## config.mk

```make
export PLATFORM = sky130hd
export DESIGN_NAME = gpio_bank_controller_flat
export DESIGN_NICKNAME = d
export VERILOG_FILES = /design/src/rtl/gpio_bank_controller_if.sv /design/src/rtl/gpio_bank_controller.sv /design/src/flat_wrapper.sv
export SDC_FILE = /design/constraint.sdc
export NUM_CORES = 1
export LEC_CHECK = 0
export ABC_AREA = 1
export CORE_UTILIZATION = 52
export CTS_CLUSTER_DIAMETER = 200
export CTS_CLUSTER_SIZE = 8
export DETAILED_ROUTE_END_ITERATION = 12
export GPL_ROUTABILITY_DRIVEN = 0
export PLACE_DENSITY = 0.9
export SYNTH_ARGS = -nofsm -noshare
export SYNTH_HDL_FRONTEND = slang
export SYNTH_SLANG_ARGS = --single-unit
```

## constraint.sdc

```tcl
create_clock -name clk -period 1.7 [get_ports clk]
set_input_delay 0.51 -clock clk [delete_from_list [all_inputs] [get_ports clk]]
set_output_delay 0.51 -clock clk [all_outputs]
set_load 0.03 [all_outputs]
```

## src/rtl/gpio_bank_controller_if.sv

```systemverilog
`default_nettype none
// +----------------------------------------------------------------------------+
// | gpio_bank_controller_if : REQ/ACK command and response channels between the |
// | IO manager (master) and a GPIO bank (slave).            Revision: 1.0      |
// +----------------------------------------------------------------------------+
interface gpio_bank_controller_if #(
  parameter int GPIOWIDTH = 16
) ();
  logic                 IOOut_REQ;
  logic                 IOOut_ACK;
  logic                 IOOut_ResponseRequested;
  logic [3:0]           IOOut_DestReg;
  logic [3:0]           IOOut_Cmd;
  logic [GPIOWIDTH-1:0] IOOut_Data;
  logic                 IOIn_REQ;
  logic                 IOIn_ACK;
  logic                 IOIn_RegResponseFlag;
  logic                 IOIn_MemResponseFlag;
  logic [3:0]           IOIn_DestReg;
  logic [GPIOWIDTH-1:0] IOIn_Data;

  modport master (
    output IOOut_REQ, IOOut_ResponseRequested, IOOut_DestReg, IOOut_Cmd, IOOut_Data,
    input  IOOut_ACK,
    input  IOIn_REQ, IOIn_RegResponseFlag, IOIn_MemResponseFlag, IOIn_DestReg, IOIn_Data,
    output IOIn_ACK
  );

  modport slave (
    input  IOOut_REQ, IOOut_ResponseRequested, IOOut_DestReg, IOOut_Cmd, IOOut_Data,
    output IOOut_ACK,
    output IOIn_REQ, IOIn_RegResponseFlag, IOIn_MemResponseFlag, IOIn_DestReg, IOIn_Data,
    input  IOIn_ACK
  );
endinterface
`default_nettype wire

```

## src/rtl/gpio_bank_controller.sv

```systemverilog
`default_nettype none
// +----------------------------------------------------------------------------+
// | gpio_bank_controller : parametrised GPIO bank with atomic set/clear/toggle, |
// | input synchroniser and optional edge capture (GPIO_EDGE_CAPTURE_EN).        |
// | Revision: 1.0                                                               |
// +----------------------------------------------------------------------------+
module gpio_bank_controller #(
  parameter int GPIOWIDTH  = 16,
  parameter int SYNCSTAGES = 2
) (
  input  logic                  clk,
  input  logic                  clk_en,
  input  logic                  sync_rst_n,
  gpio_bank_controller_if.slave bus,
  input  logic [GPIOWIDTH-1:0]  GPIO_DIn,
  output logic [GPIOWIDTH-1:0]  GPIO_DOut,
  output logic [GPIOWIDTH-1:0]  GPIO_DOutEn,
  output logic                  EdgeIRQ
);
  localparam logic [3:0] c_READ_PIN      = 4'd0;
  localparam logic [3:0] c_WRITE_OUT     = 4'd1;
  localparam logic [3:0] c_WRITE_OE      = 4'd2;
  localparam logic [3:0] c_SET           = 4'd3;
  localparam logic [3:0] c_CLEAR         = 4'd4;
  localparam logic [3:0] c_TOGGLE        = 4'd5;
  localparam logic [3:0] c_WRITE_RISE_EN = 4'd6;
  localparam logic [3:0] c_WRITE_FALL_EN = 4'd7;
  localparam logic [3:0] c_READ_CLR_EDGE = 4'd8;
  localparam logic [3:0] c_READ_OUT      = 4'd9;
  localparam logic [3:0] c_READ_OE       = 4'd10;

  typedef enum logic [0:0] {IDLE = 1'b0, RESPOND = 1'b1} state_t;

  state_t                                r_state;
  logic                                  r_ack;
  logic                                  r_req;
  logic                                  r_regFlag;
  logic [3:0]                            r_dest;
  logic [GPIOWIDTH-1:0]                  r_data;
  logic [GPIOWIDTH-1:0]                  r_dout;
  logic [GPIOWIDTH-1:0]                  r_oe;
  logic [SYNCSTAGES-1:0][GPIOWIDTH-1:0]  r_sync;

  logic                 w_xfer;
  logic [GPIOWIDTH-1:0] w_syncIn;
  logic [GPIOWIDTH-1:0] w_doutNext;
  logic [GPIOWIDTH-1:0] w_oeNext;
  logic [GPIOWIDTH-1:0] w_rdata;

  assign w_xfer   = bus.IOOut_REQ & r_ack & clk_en;
  assign w_syncIn = r_sync[SYNCSTAGES-1];

`ifdef GPIO_EDGE_CAPTURE_EN
  logic [GPIOWIDTH-1:0] r_hist;
  logic [GPIOWIDTH-1:0] r_riseEn;
  logic [GPIOWIDTH-1:0] r_fallEn;
  logic [GPIOWIDTH-1:0] r_flags;
  logic                 r_irq;
  logic [GPIOWIDTH-1:0] w_clr;
  logic [GPIOWIDTH-1:0] w_flagsNext;

  // A newly detected edge is OR-ed in after the clear, so it survives a same-cycle clear.
  assign w_clr       = (w_xfer && bus.IOOut_Cmd == c_READ_CLR_EDGE) ? bus.IOOut_Data : '0;
  assign w_flagsNext = (r_flags & ~w_clr)
                     | (w_syncIn & ~r_hist & r_riseEn)
                     | (~w_syncIn & r_hist & r_fallEn);

  always_ff @(posedge clk) begin
    if (!sync_rst_n) begin
      r_hist   <= '0;
      r_riseEn <= '0;
      r_fallEn <= '0;
      r_flags  <= '0;
      r_irq    <= 1'b0;
    end else if (clk_en) begin
      r_hist  <= w_syncIn;
      r_flags <= w_flagsNext;
      r_irq   <= |w_flagsNext;
      if (w_xfer && bus.IOOut_Cmd == c_WRITE_RISE_EN) r_riseEn <= bus.IOOut_Data;
      if (w_xfer && bus.IOOut_Cmd == c_WRITE_FALL_EN) r_fallEn <= bus.IOOut_Data;
    end
  end

  assign EdgeIRQ = r_irq;
`else
  assign EdgeIRQ = 1'b0;
`endif

  always_comb begin
    w_doutNext = r_dout;
    w_oeNext   = r_oe;
    w_rdata    = '1;
    case (bus.IOOut_Cmd)
      c_READ_PIN:  w_rdata = w_syncIn;
      c_WRITE_OUT: begin w_doutNext = bus.IOOut_Data;            w_rdata = bus.IOOut_Data;            end
      c_WRITE_OE:  begin w_oeNext   = bus.IOOut_Data;            w_rdata = bus.IOOut_Data;            end
      c_SET:       begin w_doutNext = r_dout | bus.IOOut_Data;   w_rdata = r_dout | bus.IOOut_Data;   end
      c_CLEAR:     begin w_doutNext = r_dout & ~bus.IOOut_Data;  w_rdata = r_dout & ~bus.IOOut_Data;  end
      c_TOGGLE:    begin w_doutNext = r_dout ^ bus.IOOut_Data;   w_rdata = r_dout ^ bus.IOOut_Data;   end
`ifdef GPIO_EDGE_CAPTURE_EN
      c_WRITE_RISE_EN: w_rdata = bus.IOOut_Data;
      c_WRITE_FALL_EN: w_rdata = bus.IOOut_Data;
      c_READ_CLR_EDGE: w_rdata = r_flags;
`endif
      c_READ_OUT:  w_rdata = r_dout;
      c_READ_OE:   w_rdata = r_oe;
      default:     w_rdata = '1;
    endcase
  end

  always_ff @(posedge clk) begin
    if (!sync_rst_n) begin
      r_state   <= IDLE;
      r_ack     <= 1'b0;
      r_req     <= 1'b0;
      r_regFlag <= 1'b0;
      r_dest    <= '0;
      r_data    <= '0;
      r_dout    <= '0;
      r_oe      <= '0;
      r_sync    <= '0;
    end else if (clk_en) begin
      r_sync <= {r_sync[SYNCSTAGES-2:0], GPIO_DIn};
      if (w_xfer) begin
        r_dout <= w_doutNext;
        r_oe   <= w_oeNext;
      end
      case (r_state)
        IDLE: begin
          r_ack <= 1'b1;
          if (w_xfer && bus.IOOut_ResponseRequested) begin
            r_state   <= RESPOND;
            r_ack     <= 1'b0;
            r_req     <= 1'b1;
            r_regFlag <= 1'b1;
            r_data    <= w_rdata;
            r_dest    <= bus.IOOut_DestReg;
          end
        end
        RESPOND: begin
          if (bus.IOIn_ACK) begin
            r_state   <= IDLE;
            r_ack     <= 1'b1;
            r_req     <= 1'b0;
            r_regFlag <= 1'b0;
          end
        end
        default: r_state <= IDLE;
      endcase
    end
  end

  assign bus.IOOut_ACK            = r_ack;
  assign bus.IOIn_REQ             = r_req;
  assign bus.IOIn_RegResponseFlag = r_regFlag;
  assign bus.IOIn_MemResponseFlag = 1'b0;
  assign bus.IOIn_DestReg         = r_dest;
  assign bus.IOIn_Data            = r_data;
  assign GPIO_DOut                = r_dout;
  assign GPIO_DOutEn              = r_oe;
endmodule
`default_nettype wire
```

## src/flat_wrapper.sv

```systemverilog
// flat-port wrapper written by rule: the top's interface ports become plain ports
module gpio_bank_controller_flat 
#(
  parameter int GPIOWIDTH  = 16,
  parameter int SYNCSTAGES = 2
)
  (clk, clk_en, sync_rst_n, GPIO_DIn, GPIO_DOut, GPIO_DOutEn, EdgeIRQ, bus_IOOut_REQ, bus_IOOut_ResponseRequested, bus_IOOut_DestReg, bus_IOOut_Cmd, bus_IOOut_Data, bus_IOOut_ACK, bus_IOIn_REQ, bus_IOIn_RegResponseFlag, bus_IOIn_MemResponseFlag, bus_IOIn_DestReg, bus_IOIn_Data, bus_IOIn_ACK);
  gpio_bank_controller_if #(.GPIOWIDTH(GPIOWIDTH)) bus_i ();
  input  logic clk;
  input  logic clk_en;
  input  logic sync_rst_n;
  input  logic [GPIOWIDTH-1:0] GPIO_DIn;
  output logic [GPIOWIDTH-1:0] GPIO_DOut;
  output logic [GPIOWIDTH-1:0] GPIO_DOutEn;
  output logic EdgeIRQ;
  input wire logic [$bits(bus_i.IOOut_REQ)-1:0] bus_IOOut_REQ;
  input wire logic [$bits(bus_i.IOOut_ResponseRequested)-1:0] bus_IOOut_ResponseRequested;
  input wire logic [$bits(bus_i.IOOut_DestReg)-1:0] bus_IOOut_DestReg;
  input wire logic [$bits(bus_i.IOOut_Cmd)-1:0] bus_IOOut_Cmd;
  input wire logic [$bits(bus_i.IOOut_Data)-1:0] bus_IOOut_Data;
  output wire logic [$bits(bus_i.IOOut_ACK)-1:0] bus_IOOut_ACK;
  output wire logic [$bits(bus_i.IOIn_REQ)-1:0] bus_IOIn_REQ;
  output wire logic [$bits(bus_i.IOIn_RegResponseFlag)-1:0] bus_IOIn_RegResponseFlag;
  output wire logic [$bits(bus_i.IOIn_MemResponseFlag)-1:0] bus_IOIn_MemResponseFlag;
  output wire logic [$bits(bus_i.IOIn_DestReg)-1:0] bus_IOIn_DestReg;
  output wire logic [$bits(bus_i.IOIn_Data)-1:0] bus_IOIn_Data;
  input wire logic [$bits(bus_i.IOIn_ACK)-1:0] bus_IOIn_ACK;
  assign bus_i.IOOut_REQ = bus_IOOut_REQ;
  assign bus_i.IOOut_ResponseRequested = bus_IOOut_ResponseRequested;
  assign bus_i.IOOut_DestReg = bus_IOOut_DestReg;
  assign bus_i.IOOut_Cmd = bus_IOOut_Cmd;
  assign bus_i.IOOut_Data = bus_IOOut_Data;
  assign bus_IOOut_ACK = bus_i.IOOut_ACK;
  assign bus_IOIn_REQ = bus_i.IOIn_REQ;
  assign bus_IOIn_RegResponseFlag = bus_i.IOIn_RegResponseFlag;
  assign bus_IOIn_MemResponseFlag = bus_i.IOIn_MemResponseFlag;
  assign bus_IOIn_DestReg = bus_i.IOIn_DestReg;
  assign bus_IOIn_Data = bus_i.IOIn_Data;
  assign bus_i.IOIn_ACK = bus_IOIn_ACK;
  gpio_bank_controller #(.GPIOWIDTH(GPIOWIDTH), .SYNCSTAGES(SYNCSTAGES)) u_core (.clk(clk), .clk_en(clk_en), .sync_rst_n(sync_rst_n), .bus(bus_i), .GPIO_DIn(GPIO_DIn), .GPIO_DOut(GPIO_DOut), .GPIO_DOutEn(GPIO_DOutEn), .EdgeIRQ(EdgeIRQ));
endmodule
```

==> run_results.csv <==
group,metric,value,unit
pwr,p_per_area,669,mW/mm²
placement,port_buffers,100,
clocking,htree_levels,3,
layout,nFillCells,703,
sta,finalMaxSlewViolations,0,
sta,fmax,588,MHz
floorplan,die_h,99.3,µm
setup_path,slowest_delay,0.43,ns
route,vias,5510,
clocking,clockBufferDepth,2,
clocking,clkLatencyLatePin,0.36,ns
sta,tns,-0.00203,ns
setup_path,cp_max_fo,2,
pwr,leakage,3.57,nW
clocking,cts_root_buf,"clkbuf_8",
pwr,ir_drop,0.524,mV
global_routing,grt.overflow.total,0,
global_routing,grt_pass1_vias,5384,
sta,rsz0062_at_grt,"false",
synth,synth_area_leader_cell,"dfxtp_1",
route,routed_via_density,5.46,
job,drv_cap,0,
synth,synth_area_leaders,"dfxtp_1 (35%), nand2_1 (11%), nor2_1 (11%)",
synth,synth.top_cell.area_share,35.4,%
layout,area_delta_synth_final,35.0,%
synth,postSynthCellCount,750,
sta,hold_viol,0,
clocking,clk_pin_slew_worst_paths,0.10,ns
setup_path,worstSetupPathType,"reg2out",
hold_path,min_path_type,"reg2reg",
setup_path,cp_num_buf_inv,1,
synth,ys_seq_area_share,35.4,%
synth,syn_area,0.00492,mm²
floorplan,rows,35,
placement,post-place-ws,-0.485,ns
placement,dpl_cell_area,0.00645,mm²
hold_path,holdCritStartpoint,"u_core.r_sync[2]",
layout,regArea,0.00174,mm²
setup_path,cp.required,1.19,ns
run_status,violations,"setup timing",
route,wirelength,15.0,mm
setup_path,cp-end-kind,"output port",
sta,finalCritPeriodShare,100,%
floorplan,die_x,99.3,µm
synth,postSynthAreaPerCell,6.56,µm²
synth,ys_types,26,
layout,fin_area,0.00665,mm²
setup_path,cp_slowest_cell,"dfxtp_1",
route,wire_per_inst,14.9,µm
run_status,status,"finished, violations left",
floorplan,coreArea,0.00920,mm²
global_routing,grt_max_degree,72,
route,drt_first_iter_violations,561,
placement,dp_hpwl,10.6,mm
sta,skew,0.0131,ns
setup_path,rr_startpoint,"u_core.bus.IOOut_ACK",
hold_path,worstHoldPathCells,2,
global_routing,grt.total_usage,31.1,%
layout,nNetsFinal,971,
layout,multiInputGateArea,0.00274,mm²
setup_path,rrSetupSlack,0.17,ns
setup_path,cp_cell_sequence,"clkdlybuf4s15_1",
clocking,cts_tree,"built",
setup_path,reg2regPathDepth,7,
setup_path,path_delay_family,"flip-flops",
global_routing,antenna_found_initial,0,
hold_path,min_to,"u_core.w_syncIn[2]",
synth,ys_ff_latch,87,
route,drtPass1Iterations,7,
sta,setup_ws,-0.00203,ns
setup_path,path_depth,1,
route,final_antenna_net_count,0,
global_routing,grt_pass1_wl,24.5,mm
setup_path,reg2reg_to,"u_core.bus.IOIn_Data[14]",
route,route.detailed.drc,0,
setup_path,crit_path_start,"u_core.bus.IOIn_Data[3]",
setup_path,crit_arrival,1.19,ns
layout,drive_gt1_share,13.8,%
sta,setup_violations,1,
floorplan,ioPinCount,103,
setup_path,cp-start-kind,"flip-flop",
synth,ys_warn_count,0,
floorplan,die_area,0.00986,mm²
clocking,numCtsBuffers,9,
sta,min_period,1.70,ns
floorplan,start_util,53.5,%
clocking,cts_sinks,87,
layout,antennaDiodeCount,0,
-- Yosys cell counts --
library cell and instances:
a21oi_1 35, a31oi_1 1, buf_2 14, buf_4 7
buf_6 2, clkbuf_1 19, clkinv_1 1, conb_1 1
dfxtp_1 87, ha_1 32, inv_1 70, inv_2 5
nand2_1 147, nand2_2 4, nand2_4 2, nand3_1 98
nand3_2 2, nand3b_1 1, nand4_1 3, nor2_1 143
nor2_2 2, nor2_4 6, nor3_1 12, nor4_1 1
o21ai_0 54, o21ai_1 1
-- worst max-delay path by stage --
stage | endpoint | slack, ns
after floorplan | u_core.bus.IOIn_Data[10] | 0.14
after global placement | u_core.GPIO_DOut[0] | -0.43
after detailed placement | u_core.GPIO_DOut[13] | -0.49
after CTS | GPIO_DOut[13] | 0.002
after global routing | GPIO_DOutEn[3] | 0.0009
final | bus_IOIn_Data[3] | -0.002
-- per-layer routing --
metal	vias to the layer above	GRT usage, %	share of wire, %
met2	311	52.0	47
met1	2460	37.1	41
met4	0	18.8	4.5
li1	2670	-	-
met3	69	6.25	7.9
met5	-	0	0
-- report_power, final --
part           leakage [nW]  switching (mW)  internal, mW
Clock                 0.105           0.802         0.743
Combinational          2.76           0.428         0.320
Sequential            0.710          0.0446          2.11
-- cells by family after synthesis --
family                     Yosys count  synth area share, %
DFF                                 87                 35.4
and+or+nand+nor                    421                 37.0
AOI/OAI and AO/OA                   91                 9.28
adders and majority gates           32                 8.13
other                                1               0.0762
buffers and inverters              118                 10.2
-- flip-flops by register name, summed over array words and instances, names as in the netlist --
register and cells:
u_core.GPIO_DOutEn 16, u_core.r_sync 16, u_core.bus.IOOut_ACK 1, u_core.w_syncIn 16
u_core.r_state 1, u_core.bus.IOIn_REQ 1, u_core.bus.IOIn_Data 16, u_core.GPIO_DOut 16
u_core.bus.IOIn_DestReg 4
-- cell usage in the layout (no fill, tap or decap) --
cell             count
nand3_2              2
inv_8                1
clkinvlp_4           1
clkdlybuf4s50_1     38
dfxtp_1             87
inv_6                2
buf_6                5
buf_12               4
nand2_8              1
inv_2                5
nor2_1             142
nand3_1             98
nor4_1               1
nand2_4              3
nor3_1               6
a31oi_1              1
clkinv_4             1
nor2_2               3
nand2_1            147
clkdlybuf4s15_1     14
clkbuf_2             6
o21ai_0             54
nand2_2              2
clkbuf_8            10
a21oi_1             35
clkinv_1             1
nand4_1              3
inv_1               70
nor3_2               6
dlymetal6s2s_1       1
nand3b_1             1
nor2_4               6
bufinv_16            1
buf_4               64
conb_1               2
dlygate4sd2_1       40
ha_1                32
o21ai_1              1
buf_2                1
-- layout make-up --
class	count	share of cell area, %
Multi-Input combinational cell	546	41.1
Sequential cell	87	26.2
Timing Repair Buffer	173	23.1
Inverter	76	4.29
Tap cell	111	2.09
Clock buffer	10	2.07
Clock inverter	6	1.13
-- metrics by stage --
step | power (mW) | util, % | hold slack (ns) | cells
floorplan | 2.57 | - | 0.435 | 751
global placement | 2.91 | 70.1 | 0.458 | 993
detailed placement | 2.93 | 70.1 | 0.465 | 993
CTS | 4.45 | 71.8 | 0.488 | 1009
global route | 4.62 | 72.3 | 0.507 | 1009
finish | 4.45 | 72.3 | 0.484 | 1009
-- what timing repair did --
item | 4_1_cts | 5_1_grt
setup buffers | 0 | 0
endpoints found under the hold margin | 0 | 0
resized for setup | 68 | 33
setup endpoints to repair | 90 | 59
hold buffers | 0 | 0
cloned | 0 | 0
pin swaps | 1 | 3
Power figures use the tool's default switching activity.
==> RTL edit 1: new RTL, config.mk and constraints unchanged <==
`GPIOWIDTH` is set to 16 in 3 places; all go to 20.
--- a/src/rtl/gpio_bank_controller_if.sv
+++ b/src/rtl/gpio_bank_controller_if.sv
@@ -4,7 +4,7 @@
 // | IO manager (master) and a GPIO bank (slave).            Revision: 1.0      |
 // +----------------------------------------------------------------------------+
 interface gpio_bank_controller_if #(
-  parameter int GPIOWIDTH = 16
+  parameter int GPIOWIDTH = 20
 ) ();
   logic                 IOOut_REQ;
   logic                 IOOut_ACK;
--- a/src/rtl/gpio_bank_controller.sv
+++ b/src/rtl/gpio_bank_controller.sv
@@ -5,7 +5,7 @@
 // | Revision: 1.0                                                               |
 // +----------------------------------------------------------------------------+
 module gpio_bank_controller #(
-  parameter int GPIOWIDTH  = 16,
+  parameter int GPIOWIDTH  = 20,
   parameter int SYNCSTAGES = 2
 ) (
   input  logic                  clk,
--- a/src/flat_wrapper.sv
+++ b/src/flat_wrapper.sv
@@ -1,7 +1,7 @@
 // flat-port wrapper written by rule: the top's interface ports become plain ports
 module gpio_bank_controller_flat 
 #(
-  parameter int GPIOWIDTH  = 16,
+  parameter int GPIOWIDTH  = 20,
   parameter int SYNCSTAGES = 2
 )
   (clk, clk_en, sync_rst_n, GPIO_DIn, GPIO_DOut, GPIO_DOutEn, EdgeIRQ, bus_IOOut_REQ, bus_IOOut_ResponseRequested, bus_IOOut_DestReg, bus_IOOut_Cmd, bus_IOOut_Data, bus_IOOut_ACK, bus_IOIn_REQ, bus_IOIn_RegResponseFlag, bus_IOIn_MemResponseFlag, bus_IOIn_DestReg, bus_IOIn_Data, bus_IOIn_ACK);
Interface: changed (5 resized); port bits go from 103 to 123. No check against the original RTL was run, so the function may have changed too.
==> RTL edit 1 against the unedited design <==
Sequential cell count up 20; area after synthesis is 21% higher; largest cell class unchanged; final cell count is 22% higher; routed wire length grew 32%; power increased by 27%; worst setup slack improved by 0.012 ns; highest routed layer unchanged; maximum frequency up 0.72%; sequential share of layout area up 0.059 points; cell area up 23%; die area grew 21%; clock skew down 0.0035 ns.
==> RTL edit 1: results (changes against the unedited design) <==
Parameter                              Value

Logic synthesis
  Cells after synthesis ... 925 (+23%)
  Sequential cell area fraction in the yosys report ... 35.84% (+0.46 points)
  List of most frequent post-synthesis cells ... sky130_fd_sc_hd__nand2_1 (189), sky130_fd_sc_hd__nor2_1 (176), sky130_fd_sc_hd__nand3_1 (124), sky130_fd_sc_hd__dfxtp_1 (107), sky130_fd_sc_hd__inv_1 (87)
  Yosys cell types ... 24 (-7.7%)
  Synth top area cells ... sky130_fd_sc_hd__dfxtp_1 (36%), sky130_fd_sc_hd__nand2_1 (12%), sky130_fd_sc_hd__nor2_1 (11%)
  Post-synthesis adder-cell area fraction ... 8.373% (+0.24 points)

Timing
  Minimum hold slack ... 0.4719 ns (-0.01170 ns)
  Final setup skew ... 0.009602 ns (-0.003463 ns)

Global routing
  Grt met1 use ... 42.55% (+5.5 points)
  First-pass GRT wire length ... 30930 µm (+26%)
  Vias in the first global route ... 6672 (+24%)
  Met2 Resource Use GR ... 52.11% (+0.13 points)
  Pin count of the biggest net entering global routing ... 42 (-42%)

Critical path
  R2R depth ... 10 (+3)
  Reg-to-reg setup timing slack ... 0.21 ns (+0.04 ns)
  Kind of cell adding the most delay to the critical path ... buffers and inverters
  Source of the critical timing path ... u_core.bus.IOIn_Data[2]
  Slowest cell on crit path ... sky130_fd_sc_hd__dlygate4sd2_1

Power and ir drop
  Clk. pwr ... 2.09 mW (+35%)
  Sequential share of power ... 46.8% (-1.6 points)
  LEAKAGE ... 4.404 nW (+23%)

Cells and area
  Number of fill cells in the layout ... 833 (+18%)
  Final cell area excluding filler cells ... 8159 µm² (+23%)

Drt
  Routed length on met1 ... 7657 µm (+26%)
  Detailed-route vias per instance ... 5.659 (+3.6%)
  Avg WL per Cell ... 16.01 µm (+7.8%)
  Met2 Wirelength ... 9067 µm (+29%)
  Drt first pass iters ... 6 (-1)
  Initial DRC Count ... 726 (+29%)

Placement
  HPWL Detailed ... 12580 µm (+19%)
  Number of cells in the design after placement ... 1214 (+22%)
  Port bufs ... 120 (+20%)

CTS
  Clock root buffer ... sky130_fd_sc_hd__clkbuf_16
  CTS clk-pin slew, worst paths ... 0.08 ns (-0.02 ns)

Min path
  Launch instance of the worst min-delay path ... u_core.w_syncIn[18]

Status
  Result of the run ... completed
-- RTL edit 1: changes by cell type after synthesis, moves of 13 or more --
cell,before,now
sky130_fd_sc_hd__nor2_1,143,176
sky130_fd_sc_hd__nand3_1,98,124
sky130_fd_sc_hd__dfxtp_1,87,107
sky130_fd_sc_hd__inv_1,70,87
sky130_fd_sc_hd__o21ai_0,54,67
sky130_fd_sc_hd__nand2_1,147,189
-- RTL edit 1: repair_timing --
item,4_1_cts,5_1_grt
pin swaps,1,6
gates resized for setup,80,38
setup buffers,2,1
endpoints found under the setup margin,127,99
-- RTL edit 1: cell type report --
type                            count  share of cell area [%]
Clock buffer                        9                   2.760
Clock inverter                      7                  0.8281
Inverter                           92                   4.263
Multi-Input combinational cell    670                   40.13
Sequential cell                   107                   26.25
Tap cell                          140                   2.147
Timing Repair Buffer              208                   23.62
==> RTL edit 2: new RTL, same settings <==
Made on the original files. Build with the macro `GPIO_EDGE_CAPTURE_EN` defined.
--- a/src/rtl/gpio_bank_controller.sv
+++ b/src/rtl/gpio_bank_controller.sv
@@ -4,6 +4,8 @@
 // | input synchroniser and optional edge capture (GPIO_EDGE_CAPTURE_EN).        |
 // | Revision: 1.0                                                               |
 // +----------------------------------------------------------------------------+
+`define GPIO_EDGE_CAPTURE_EN
+
 module gpio_bank_controller #(
   parameter int GPIOWIDTH  = 16,
   parameter int SYNCSTAGES = 2
Formal check against the unedited RTL: not equivalent (a bounded check fails within 4 cycles, from zero or initial values and one cycle with sync_rst_n low).
==> RTL edit 2 against the unedited design <==
The run still ends with setup timing left; sequential power up 75%; count of clock-buffer cells in the layout up 8; global-route usage is 4.7 points higher; routed wire length grew 71%; critical path depth up 10; cell area grew 45%; area after synthesis up 45%; clock skew shrank 0.0042 ns; power increased by 91%; combinational power rose by 38%; first-iteration DRC count grew to 2.9 times the old value; worst setup slack got worse by 0.022 ns; final cell count grew 31%; sequential cell count grew 65.
==> RTL edit 2: results (changes against the unedited design) <==
Parameter                              Value

Logic synthesis
  Compound-cell area share of the yosys netlist ... 28.59% (+19 points)
  Synth Warn # ... 0 (unchanged)
  Number of nets in the synthesized netlist ... roughly 1100
  Sequential cell area fraction in the yosys report ... 42.76% (+7.4 points)
  List of most frequent post-synthesis cells ... sky130_fd_sc_hd__o21ai_0 (183), sky130_fd_sc_hd__a21oi_1 (161), sky130_fd_sc_hd__dfxtp_1 (152), sky130_fd_sc_hd__inv_1 (113), sky130_fd_sc_hd__nor2_1 (74)
  Yosys cell types ... 31 (+19%)
  Synthesized-area fraction occupied by xor and xnor cells ... 0% (unchanged)
  Most frequently used flop master after synthesis ... sky130_fd_sc_hd__dfxtp_1
  Asr flop ratio synth ... 0% (unchanged)
  Synth top area cells ... sky130_fd_sc_hd__dfxtp_1 (43%), sky130_fd_sc_hd__o21ai_0 (13%), sky130_fd_sc_hd__a21oi_1 (11%)
  Proportion of synthesized area in mux cells ... 0% (unchanged)
  Post-synthesis adder-cell area fraction ... 5.627% (-2.5 points)

Critical path
  Slowest cell on crit path ... sky130_fd_sc_hd__dlygate4sd2_1
  Kind of cell adding the most delay to the critical path ... simple AND/OR/NAND/NOR gates
  Reg-to-reg setup timing slack ... 0.16 ns
  Req. time, crit path ... 2.02 ns (+0.83 ns)
  Largest fanout on the critical path ... 7 (+5)
  Delay of the slowest cell on the worst path ... 0.29 ns (-0.14 ns)

Timing
  Final setup violation count ... 2 (+1)
  Final setup skew ... 0.008902 ns (-0.004163 ns)
  Worst setup slack after layout ... -0.02388 ns (-0.02185 ns)

CTS
  Deepest clock path buffer count ... 2 (unchanged)
  Clock Latency Late Sink ... 0.43 ns (+0.07 ns)
  Number of levels in the clock H-tree ... 4 (+1)
  Inserted Clock Buffers ... 17 (+8)
  Clock root buffer ... sky130_fd_sc_hd__clkbuf_16
  CTS clk-pin slew, worst paths ... 0.06 ns (-0.04 ns)

Global routing
  All-layer global routing usage ... 35.87% (+4.7 points)
  Pin count of the biggest net entering global routing ... 69 (-4.2%)
  First-pass GRT wire length ... 39630 µm (+62%)
  Antenna violations before repair ... 0 (unchanged)
  Vias in the first global route ... 7762 (+44%)

Cells and area
  Number of fill cells in the layout ... 888 (+26%)
  Diodes inserted ... 0 (unchanged)
  Net count, final ... 1211 (+25%)
  Fraction of final layout cells with drive strength greater than 1 ... 16.86% (+3.0 points)

Drt
  Total detailed-routing wirelength ... 25670 µm (+71%)
  Drt first pass iters ... 6 (-1)
  Initial DRC Count ... 1625 (+190%)
  Detailed-route vias per instance ... 6.229 (+14%)

Placement
  Port bufs ... 101 (+1.0%)
  Setup WS pre-CTS ... -0.5959 ns (-0.1109 ns)
  HPWL Detailed ... 15670 µm (+48%)

Floorplanning
  Initial core utilization ... 53.52% (about the same)

Power and ir drop
  LEAKAGE ... 4.046 nW (+13%)
  VDD IR max ... 705.8 µV (+35%)

Status
  Result of the run ... complete, but fails checks
  Failing checks ... setup timing

Min path
  Hold Path Class ... flop to flop
==> RTL edit 2: cell count changes in the layout (fill, tap and decap cells not counted), moves of 26 or more <==
cell | unedited run | this run
sky130_fd_sc_hd__dlygate4sd2_1 | 40 | 14
sky130_fd_sc_hd__o21ai_0 | 54 | 181
sky130_fd_sc_hd__nand3_1 | 98 | 58
sky130_fd_sc_hd__dfxtp_1 | 87 | 152
sky130_fd_sc_hd__nand2_1 | 147 | 67
sky130_fd_sc_hd__a21oi_1 | 35 | 161
sky130_fd_sc_hd__nor2_1 | 142 | 72
sky130_fd_sc_hd__inv_1 | 70 | 112
==> RTL edit 2: worst paths after layout <==
path                         from  cells past startpoint                  to
max reg2reg  u_core.bus.IOOut_ACK                      9      u_core.EdgeIRQ
max              bus_IOOut_Cmd[1]                     11      u_core.EdgeIRQ
min            u_core.r_riseEn[0]                      2  u_core.r_riseEn[0]
min reg2reg    u_core.r_riseEn[0]                      2  u_core.r_riseEn[0]
==> RTL edit 2: layout make-up <==
type | instances | share of cell area [%]
multi-input cells | 642 | 35.61
flip-flops and latches | 152 | 31.57
clock inverters | 13 | 1.350
well taps | 176 | 2.285
clock buffers | 18 | 4.453
inverters | 123 | 4.868
repair buffers | 197 | 19.86
==> RTL edit 2: through the flow <==
| stage | cell area [µm²] | hold slack (ns) | std cells | power [mW] | TNS [ns] |
|---|---|---|---|---|---|
| CTS | 9635 | 0.4458 | 1318 | 8.402 | 0 |
| global placement | 8912 | 0.4305 | 1282 | 4.761 | -54.35 |
| floorplan | 7122 | 0.4237 | 975 | 4.301 | 0 |
| global route | 9638 | 0.4676 | 1321 | 8.707 | -0.2283 |
| detailed placement | 8912 | 0.4359 | 1282 | 4.792 | -58.07 |
| finish | 9638 | 0.4468 | 1321 | 8.476 | -0.03325 |
==> RTL edit 2: where the power goes <==
part	total (mW)	internal, mW	switching, mW
sequential	3.77	3.69	0.0805
clock	3.68	2.14	1.54
combinational	1.03	0.397	0.628
total	8.48	6.23	2.25
==> RTL edit 2: layer usage <==
layer / up-vias / GRT usage (%) / share of wire [%]
met5: - / 0 / 0
met4: 0 / 25.16 / 7.1
met3: 225 / 11.11 / 14
met2: 749 / 52.70 / 42
met1: 3637 / 44.63 / 37
li1: 3617 / - / -
==> RTL edit 2: repair_timing <==
item | 4_1_cts | 5_1_grt
resized for setup | 143 | 36
setup endpoints to repair | 139 | 59
pin swaps | 2 | 0
gates cloned | 3 | 1
setup buffers | 2 | 2
